==> src/rtl/dcache_write_arbiter.sv <==
// dcache_write_arbiter: round-robin AXI write arbiter for two requesters with in-order B routing
// Ports: m0_* (replace-queue burst writer) and m1_* (uncached store path) carry AW/W in and B out;
// s_* is the single AXI write master toward the bus; busy flags activity, proto_err is a sticky
// flag for a bus response that arrives with no outstanding write.
module dcache_write_arbiter #(
  parameter int ADDR_W = 32,
  parameter int DATA_W = 64,
  parameter int ID_W = 4,
  parameter int OUTSTANDING = 4
) (
  input  logic                clk,
  input  logic                rst,
  input  logic                m0_aw_valid,
  input  logic [ADDR_W-1:0]   m0_aw_addr,
  input  logic [7:0]          m0_aw_len,
  input  logic [2:0]          m0_aw_size,
  input  logic [ID_W-1:0]     m0_aw_id,
  output logic                m0_aw_ready,
  input  logic                m0_w_valid,
  input  logic [DATA_W-1:0]   m0_w_data,
  input  logic [DATA_W/8-1:0] m0_w_strb,
  input  logic                m0_w_last,
  output logic                m0_w_ready,
  output logic                m0_b_valid,
  output logic [1:0]          m0_b_resp,
  input  logic                m1_aw_valid,
  input  logic [ADDR_W-1:0]   m1_aw_addr,
  input  logic [7:0]          m1_aw_len,
  input  logic [2:0]          m1_aw_size,
  input  logic [ID_W-1:0]     m1_aw_id,
  output logic                m1_aw_ready,
  input  logic                m1_w_valid,
  input  logic [DATA_W-1:0]   m1_w_data,
  input  logic [DATA_W/8-1:0] m1_w_strb,
  input  logic                m1_w_last,
  output logic                m1_w_ready,
  output logic                m1_b_valid,
  output logic [1:0]          m1_b_resp,
  output logic                s_aw_valid,
  output logic [ADDR_W-1:0]   s_aw_addr,
  output logic [7:0]          s_aw_len,
  output logic [2:0]          s_aw_size,
  output logic [ID_W-1:0]     s_aw_id,
  input  logic                s_aw_ready,
  output logic                s_w_valid,
  output logic [DATA_W-1:0]   s_w_data,
  output logic [DATA_W/8-1:0] s_w_strb,
  output logic                s_w_last,
  input  logic                s_w_ready,
  input  logic                s_b_valid,
  input  logic [1:0]          s_b_resp,
  output logic                s_b_ready,
  output logic                busy,
  output logic                proto_err
);
  localparam int CW = $clog2(OUTSTANDING);
  localparam logic [1:0] IDLE = 2'd0, ADDR = 2'd1, DATA = 2'd2;
  logic [1:0] state;
  logic gnt, rr, pick, in_addr, in_data, aw_hs, w_end, b_hs, empty, full;
  logic [OUTSTANDING-1:0] owner;
  logic [CW-1:0] wp, rp;
  logic [CW:0] cnt;
  assign empty = cnt == '0;
  assign full = cnt == (CW+1)'(OUTSTANDING);
  // both valid: pointer decides; otherwise whichever is asking
  assign pick = (m0_aw_valid && m1_aw_valid) ? rr : m1_aw_valid;
  // every handshake output is forced low while reset is asserted
  assign in_addr = !rst && state == ADDR;
  assign in_data = !rst && state == DATA;
  assign s_aw_valid = in_addr && (gnt ? m1_aw_valid : m0_aw_valid);
  assign s_aw_addr = gnt ? m1_aw_addr : m0_aw_addr;
  assign s_aw_len = gnt ? m1_aw_len : m0_aw_len;
  assign s_aw_size = gnt ? m1_aw_size : m0_aw_size;
  assign s_aw_id = gnt ? m1_aw_id : m0_aw_id;
  assign m0_aw_ready = in_addr && !gnt && s_aw_ready;
  assign m1_aw_ready = in_addr && gnt && s_aw_ready;
  assign s_w_valid = in_data && (gnt ? m1_w_valid : m0_w_valid);
  assign s_w_data = gnt ? m1_w_data : m0_w_data;
  assign s_w_strb = gnt ? m1_w_strb : m0_w_strb;
  assign s_w_last = gnt ? m1_w_last : m0_w_last;
  assign m0_w_ready = in_data && !gnt && s_w_ready;
  assign m1_w_ready = in_data && gnt && s_w_ready;
  assign s_b_ready = !rst && !empty;
  assign aw_hs = s_aw_valid && s_aw_ready;
  assign w_end = s_w_valid && s_w_ready && s_w_last;
  assign b_hs = s_b_valid && s_b_ready;
  // responses route by the oldest outstanding owner, never by s_b_id
  assign m0_b_valid = b_hs && !owner[rp];
  assign m1_b_valid = b_hs && owner[rp];
  assign m0_b_resp = s_b_resp;
  assign m1_b_resp = s_b_resp;
  assign busy = state != IDLE || !empty;
  always_ff @(posedge clk) begin
    if (rst) begin
      state <= IDLE;
      gnt <= 1'b0;
      rr <= 1'b0;
      wp <= '0;
      rp <= '0;
      cnt <= '0;
      proto_err <= 1'b0;
    end else begin
      if (state == IDLE && (m0_aw_valid || m1_aw_valid) && !full) begin
        state <= ADDR;
        gnt <= pick;
        rr <= !pick;
      end
      if (aw_hs) begin
        state <= DATA;
        owner[wp] <= gnt;
        wp <= wp + 1'b1;
      end
      if (w_end) state <= IDLE;
      if (b_hs) rp <= rp + 1'b1;
      cnt <= cnt + (CW+1)'(aw_hs) - (CW+1)'(b_hs);
      if (s_b_valid && empty) proto_err <= 1'b1;
    end
  end
endmodule
==> config.mk <==
export PLATFORM = sky130hd
export DESIGN_NAME = dcache_write_arbiter
export DESIGN_NICKNAME = d
export VERILOG_FILES = /design/src/rtl/dcache_write_arbiter.sv
export SDC_FILE = /design/constraint.sdc
export NUM_CORES = 1
export LEC_CHECK = 0
export BUFFER_PORTS_ARGS = -buffer_cell sky130_fd_sc_hd__buf_4
export CAP_MARGIN = 20
export CELL_PAD_IN_SITES_DETAIL_PLACEMENT = 1
export CELL_PAD_IN_SITES_GLOBAL_PLACEMENT = 2
export CORE_AREA = 2 2 150 152
export CTS_CLUSTER_SIZE = 24
export DETAILED_ROUTE_END_ITERATION = 8
export DIE_AREA = 0 0 152 154
export PLACE_DENSITY = 0.85
export SKIP_CTS_REPAIR_TIMING = 1
export SLEW_MARGIN = 40
export SYNTH_ARGS = -nofsm -noshare
export SYNTH_HDL_FRONTEND = slang
export SYNTH_SLANG_ARGS = --single-unit
==> constraint.sdc <==
create_clock -name clk -period 4.13 [get_ports clk]
set_input_delay 0.826 -clock clk [delete_from_list [all_inputs] [get_ports clk]]
set_output_delay 0.826 -clock clk [all_outputs]
set_load 0.05 [all_outputs]
==> results of run 1 <==
flip-flops by register name (all words and copies together) (netlist names):
| name | flops |
|---|---|
| owner | 4 |
| cnt | 3 |
| rp | 2 |
| state | 2 |
| wp | 2 |
| gnt | 1 |
| proto_err | 1 |
| rr | 1 |
kinds of logic after synthesis:
kind of cell / share of synthesized area
AOI/OAI and AO/OA: 0.04736
adders and majority gates: 0.04045
and+or+nand+nor: 0.08142
buffers and inverters: 0.06546
xor gates and xnor gates: 0.01490
muxes: 0.5971
DFF: 0.1533
worst min-delay path, stage by stage, from the launching register on:
cell	delay, ns
dfxtp_1	0.33
a21oi_1	0.04
nor2_1	0.07
layer usage:
layer | vias to the layer above | GRT usage
li1 | 1579 | -
met1 | 1539 | 0.1281
met2 | 136 | 0.2276
met3 | 10 | 0.03410
met4 | 0 | 0.01424
met5 | - | 0
Yosys cell counts:
library cell	instances
a21oi_1	5
a311oi_1	1
a311oi_2	1
a31o_1	1
a31oi_1	1
and2_1	2
and3_1	4
and4bb_1	1
buf_1	1
buf_2	15
buf_4	4
clkbuf_1	2
dfxtp_1	12
edfxtp_1	4
fa_1	1
ha_1	6
inv_1	10
mux2_2	120
mux2i_1	3
mux4_2	1
nand2_1	2
nand3_1	3
nand4bb_1	1
nor2_1	11
nor2b_1	2
nor3_1	5
nor4b_1	2
o21ai_0	1
o21ba_2	1
o311ai_0	1
o31ai_1	2
o41ai_1	1
or3b_4	1
xnor2_1	2
xor2_1	2
final cells by class:
class | instances | area share
flip-flops and latches | 16 | 0.06560
inverters | 10 | 0.006763
multi-input cells | 184 | 0.3309
diodes | 1 | 0.0004509
repair buffers | 382 | 0.5189
clock buffers | 4 | 0.01420
well taps | 280 | 0.06312
worst max path at each step:
stage | from | to | cells after the start
5_1_grt | gnt | s_w_last | 4
3_5_place_dp | rst | m0_aw_ready | 4
3_3_place_gp | rst | m0_aw_ready | 4
6_report | gnt | s_w_last | 4
2_1_floorplan | rst | s_aw_valid | 3
4_1_cts | gnt | s_w_last | 4
report_power, final:
part	total, W	switching [W]	internal, W
clock	0.000193	0.0000622	0.000131
sequential	0.000230	0.0000444	0.000186
combinational	0.00152	0.000920	0.000598
through the flow:
step | setup slack, ns | util
after detailed placement | 1.488 | 0.2522
after CTS | 1.283 | 0.2558
after global routing | 1.168 | 0.2558
final | 1.322 | 0.2559
after global placement | 1.528 | 0.2522
after floorplan | 0.4584 | -
placed cells by master, fill, tap and decap left out, types with 2 or more instances in the layout:
cell type / netlist / final
dfxtp_1: 12 / 11
clkbuf_16: 0 / 3
nor2b_1: 2 / 2
o31ai_1: 2 / 2
nand2_1: 2 / 2
nor2_1: 11 / 11
mux2_2: 120 / 120
and2_1: 2 / 2
mux2i_1: 3 / 3
a21oi_1: 5 / 5
xor2_1: 2 / 2
inv_1: 10 / 10
nand3_1: 3 / 3
and3_1: 4 / 4
nor4b_1: 2 / 2
xnor2_1: 2 / 2
ha_1: 6 / 6
buf_4: 4 / 381
edfxtp_1: 4 / 4
nor3_1: 5 / 5
==> impl_metrics.json, run 1 <==
{
  "register_area_sq_um": 364.1,
  "wl_met2_mm": 8.454,
  "critPathMaxStageDelay_ns": 0.57,
  "die_height_microns": 154,
  "coreArea_sq_um": 21690,
  "yosysTopAreaCellShare": 0.5748,
  "ant_nets": 0,
  "drive_gt1_frac": 0.8557,
  "dieArea_sq_um": 23410,
  "wl_met1_mm": 5.403,
  "die_w_microns": 152,
  "ys_seq_area_frac": 0.1533,
  "wl_met3_mm": 1.140,
  "arrival_ns": 1.98,
  "holdPathEnd": "proto_err",
  "grt_overflow": 0,
  "crit_path_end_kind": "output port",
  "numCtsBuffers": 3,
  "status": "completed",
  "finalSetupViolCount": 0,
  "vias": 3264,
  "peakVddDrop_mv": 0.1723,
  "period_share": 0.6799,
  "tightest_slew_ns": 0.5381,
  "dp.cells": 872,
  "fin_hold_ws_ns": 0.4717,
  "grt_usage": 0.1170,
  "critPathLaunchType": "register",
  "hold_viol": 0,
  "avgRoutedWirePerCell_microns": 17.24,
  "cts_max_level": 1,
  "wirelength_mm": 15.12,
  "io_pins": 386,
  "r2r-start": "cnt[1]",
  "clkLatencyLatePin_ns": 0.25,
  "cts_tree": "done",
  "path_clk_slew_ns": 0.05,
  "grt_pass1_vias": 3636,
  "layout_min_cycle_time_ns": 2.808,
  "fillers": 2601,
  "rsz0062_at_grt": "false",
  "path_class": "reg -> out",
  "fin_tns_setup_ns": 0,
  "p_per_area_nw_per_um2": 349.9,
  "fmax_mhz": 356.1,
  "cts_root_buffer": "clkbuf_16",
  "crit_fanout": 25,
  "holdCritStartpoint": "proto_err",
  "synth_cell_types": 35,
  "grt_pass1_wl_mm": 21.43,
  "gp_congestion": 0.7643,
  "synth_area_sq_um": 2351,
  "yosysTopAreaCell": "mux2_2",
  "total_power_w": 0.001942,
  "cts.sinks": 16,
  "drt_iter0_drc": 100,
  "io_buffer_count": 379,
  "syn_avg_cell_area_sq_um": 10.13,
  "cap_violations": 0,
  "hold_class": "reg -> reg",
  "skew_ns": 0.002492,
  "leakage_nw": 2.667,
  "antenna_found_initial": 1,
  "final_cell_count_no_fill": 877,
  "postSynthCellCount": 232,
  "yosys-top-cells-area": "mux2_2 (57%), dfxtp_1 (10%), edfxtp_1 (5.1%)",
  "dpl_cell_area_sq_um": 5469,
  "crit_path_frequent_cell": "buf_4",
  "r2r-end": "cnt[2]",
  "final_max_slew_viol_count": 0,
  "rrSetupSlack_ns": 1.96,
  "via_per_inst": 3.722,
  "first_pass_iters": 4,
  "multi_input_area_sq_um": 1837,
  "start_util": 0.1084,
  "crit_slowest_cell": "dfxtp_4",
  "cp_top_family": "buffers and inverters",
  "clockBufferDepth": 2,
  "holdPathStages": 2,
  "synth_nets": 490,
  "grt_max_degree": 75,
  "dr.max_layer_used": "met4",
  "drc": 0,
  "required_ns": 3.30,
  "path_cells": "buf_4, mux2i_1, inv_1, buf_4",
  "synth_seq_cells": 16,
  "relSlewSlack": 0.6310,
  "r2r_cells": 8,
  "cp_num_buf_inv": 3,
  "row_count": 54,
  "final_area_sq_um": 5550,
  "areaGrowthSynthToFinish_pct": 136.1,
  "nets": 855,
  "place_hpwl_mm": 13.47,
  "ys_warn_count": 0
}
(Power assumes the default switching activity.)
==> run 2, diff against run 1 <==
--- a/config.mk
+++ b/config.mk
@@ -9,11 +9,11 @@
 export CAP_MARGIN = 20
 export CELL_PAD_IN_SITES_DETAIL_PLACEMENT = 1
 export CELL_PAD_IN_SITES_GLOBAL_PLACEMENT = 2
-export CORE_AREA = 2 2 150 152
+export CORE_AREA = 2 2 152 154
 export CTS_CLUSTER_SIZE = 24
 export DETAILED_ROUTE_END_ITERATION = 8
-export DIE_AREA = 0 0 152 154
-export PLACE_DENSITY = 0.85
+export DIE_AREA = 0 0 154 156
+export PLACE_DENSITY = 0.84
 export SKIP_CTS_REPAIR_TIMING = 1
 export SLEW_MARGIN = 40
 export SYNTH_ARGS = -nofsm -noshare
==> constraint.sdc (replaced) <==
create_clock -name clk -period 2.8 [get_ports clk]
set_input_delay 0.56 -clock clk [delete_from_list [all_inputs] [get_ports clk]]
set_output_delay 0.56 -clock clk [all_outputs]
set_load 0.05 [all_outputs]
==> impl_metrics.json, run 2 (synthesis results as in run 1) <==
{
  "io_pins": 386,
  "peakVddDrop_mv": 0.1899,
  "grt_usage": 0.1142,
  "crit_fanout": 60,
  "r2r-start": "cnt[1]",
  "holdCritStartpoint": "rr",
  "die_height_microns": 156,
  "final_area_sq_um": 5572,
  "crit_path_end_kind": "output port",
  "vias": 3292,
  "dpl_cell_area_sq_um": 5493,
  "use_met1": 0.1347,
  "cts.sinks": 16,
  "nets": 854,
  "via_per_inst": 3.741,
  "grt_overflow": 0,
  "met2_usage": 0.1958,
  "grt_pass1_wl_mm": 20.83,
  "leakage_nw": 2.667,
  "critPathMaxStageDelay_ns": 0.55,
  "rsz0062_at_grt": "false",
  "critPathLaunchType": "register",
  "hold_class": "reg -> reg",
  "required_ns": 2.24,
  "ant_nets": 0,
  "cp_num_buf_inv": 2,
  "numCtsBuffers": 3,
  "place_hpwl_mm": 13.88,
  "path_class": "reg -> out",
  "holdPathEnd": "rr",
  "cap_violations": 0,
  "rrSetupSlack_ns": 0.67,
  "hold_viol": 0,
  "fin_tns_setup_ns": 0,
  "drc": 0,
  "final_cell_mix": "buf_4 (379), mux2_2 (120), nor2_1 (11), dfxtp_1 (11), inv_1 (10)",
  "largest_register_ffs": 4,
  "clkLatencyLatePin_ns": 0.25,
  "num_antenna_cells": 0,
  "grtUsageMet3": 0.05056,
  "path_cells": "buf_12, mux2_2, buf_4",
  "total_power_w": 0.002875,
  "gp_congestion": 0.7798,
  "io_buffer_count": 379,
  "first_pass_iters": 4,
  "grt_pass1_vias": 3447,
  "cts_max_level": 1,
  "status": "completed",
  "top_regs": "owner: 4 flops, cnt: 3 flops",
  "grt_max_degree": 61,
  "cts_root_buffer": "clkbuf_16",
  "finalSetupViolCount": 0,
  "clockBufferDepth": 2,
  "period_share": 0.8492,
  "top_usage_layer": "met2",
  "drive_gt1_frac": 0.8588,
  "arrival_ns": 1.82,
  "dieArea_sq_um": 24020,
  "relSlewSlack": 0.7040,
  "tightest_slew_ns": 0.4383,
  "row_count": 55,
  "skew_ns": 0.001552,
  "avgRoutedWirePerCell_microns": 17.62,
  "cp_top_family": "flip-flops",
  "final_max_slew_viol_count": 0,
  "r2r_cells": 8,
  "areaGrowthSynthToFinish_pct": 137.0,
  "wirelength_mm": 15.51,
  "fmax_mhz": 420.6,
  "p_per_area_nw_per_um2": 516.1,
  "layout_min_cycle_time_ns": 2.378,
  "start_util": 0.1051,
  "final_common_cell": "buf_4",
  "top_register": "owner",
  "coreArea_sq_um": 22370,
  "antenna_found_initial": 0,
  "path_clk_slew_ns": 0.05,
  "drt_iter0_drc": 107,
  "crit_slowest_cell": "dfxtp_4",
  "cts_tree": "done",
  "holdPathStages": 1,
  "die_w_microns": 154,
  "r2r-end": "cnt[2]"
}
-- run 2: changes by cell type in the layout (fill, tap and decap cells not counted) --
cell	change
clkinv_1	+1
nor4b_2	+2
diode_2	-1
nor4b_1	-2
clkbuf_1	-1
buf_12	+1
buf_4	-2
-- run 2: worst max-delay path by stage --
stage / from / to / slack, ns / cells past startpoint
after floorplan: rst / m0_b_valid / 0.20 / 3
after global placement: rst / m1_w_ready / 0.64 / 5
after detailed placement: rst / cnt[1] / 0.62 / 6
after CTS: gnt / s_w_data[35] / 0.40 / 3
after global routing: gnt / s_w_data[35] / 0.34 / 3
final: gnt / s_w_data[48] / 0.42 / 3
-- run 2: through the flow --
step	instances	hold slack (ns)	setup WS [ns]	util
4_1_cts	880	0.4816	0.4011	0.2491
3_3_place_gp	876	0.4670	0.6434	0.2456
2_1_floorplan	232	0.4486	0.2038	-
6_report	880	0.4799	0.4223	0.2491
3_5_place_dp	876	0.4784	0.6171	0.2456
5_1_grt	880	0.5150	0.3428	0.2491
-- run 2: metal layers --
layer / wire length, microns / part of all wire / vias to the layer above
li1: - / - / 1573
met1: 5962 / 0.38 / 1519
met2: 7632 / 0.49 / 192
met3: 1801 / 0.12 / 8
met4: 109 / 0.0070 / 0
met5: 0 / 0 / -
-- run 2: area by class of cell --
cell class,instances,area [sq um]
timing repair buffer,381,2885
clock inverter,1,3.754
clock buffer,3,75.07
inverter,10,37.54
multi-input combinational,184,1849
sequential,16,364.1
tap,285,356.6
fill,2664,16790
-- run 2: report_power, final --
part,switching [W],total (W),internal (W)
clock network,0.0000911,0.000281,0.000190
registers,0.0000582,0.000333,0.000274
logic,0.00138,0.00226,0.000886
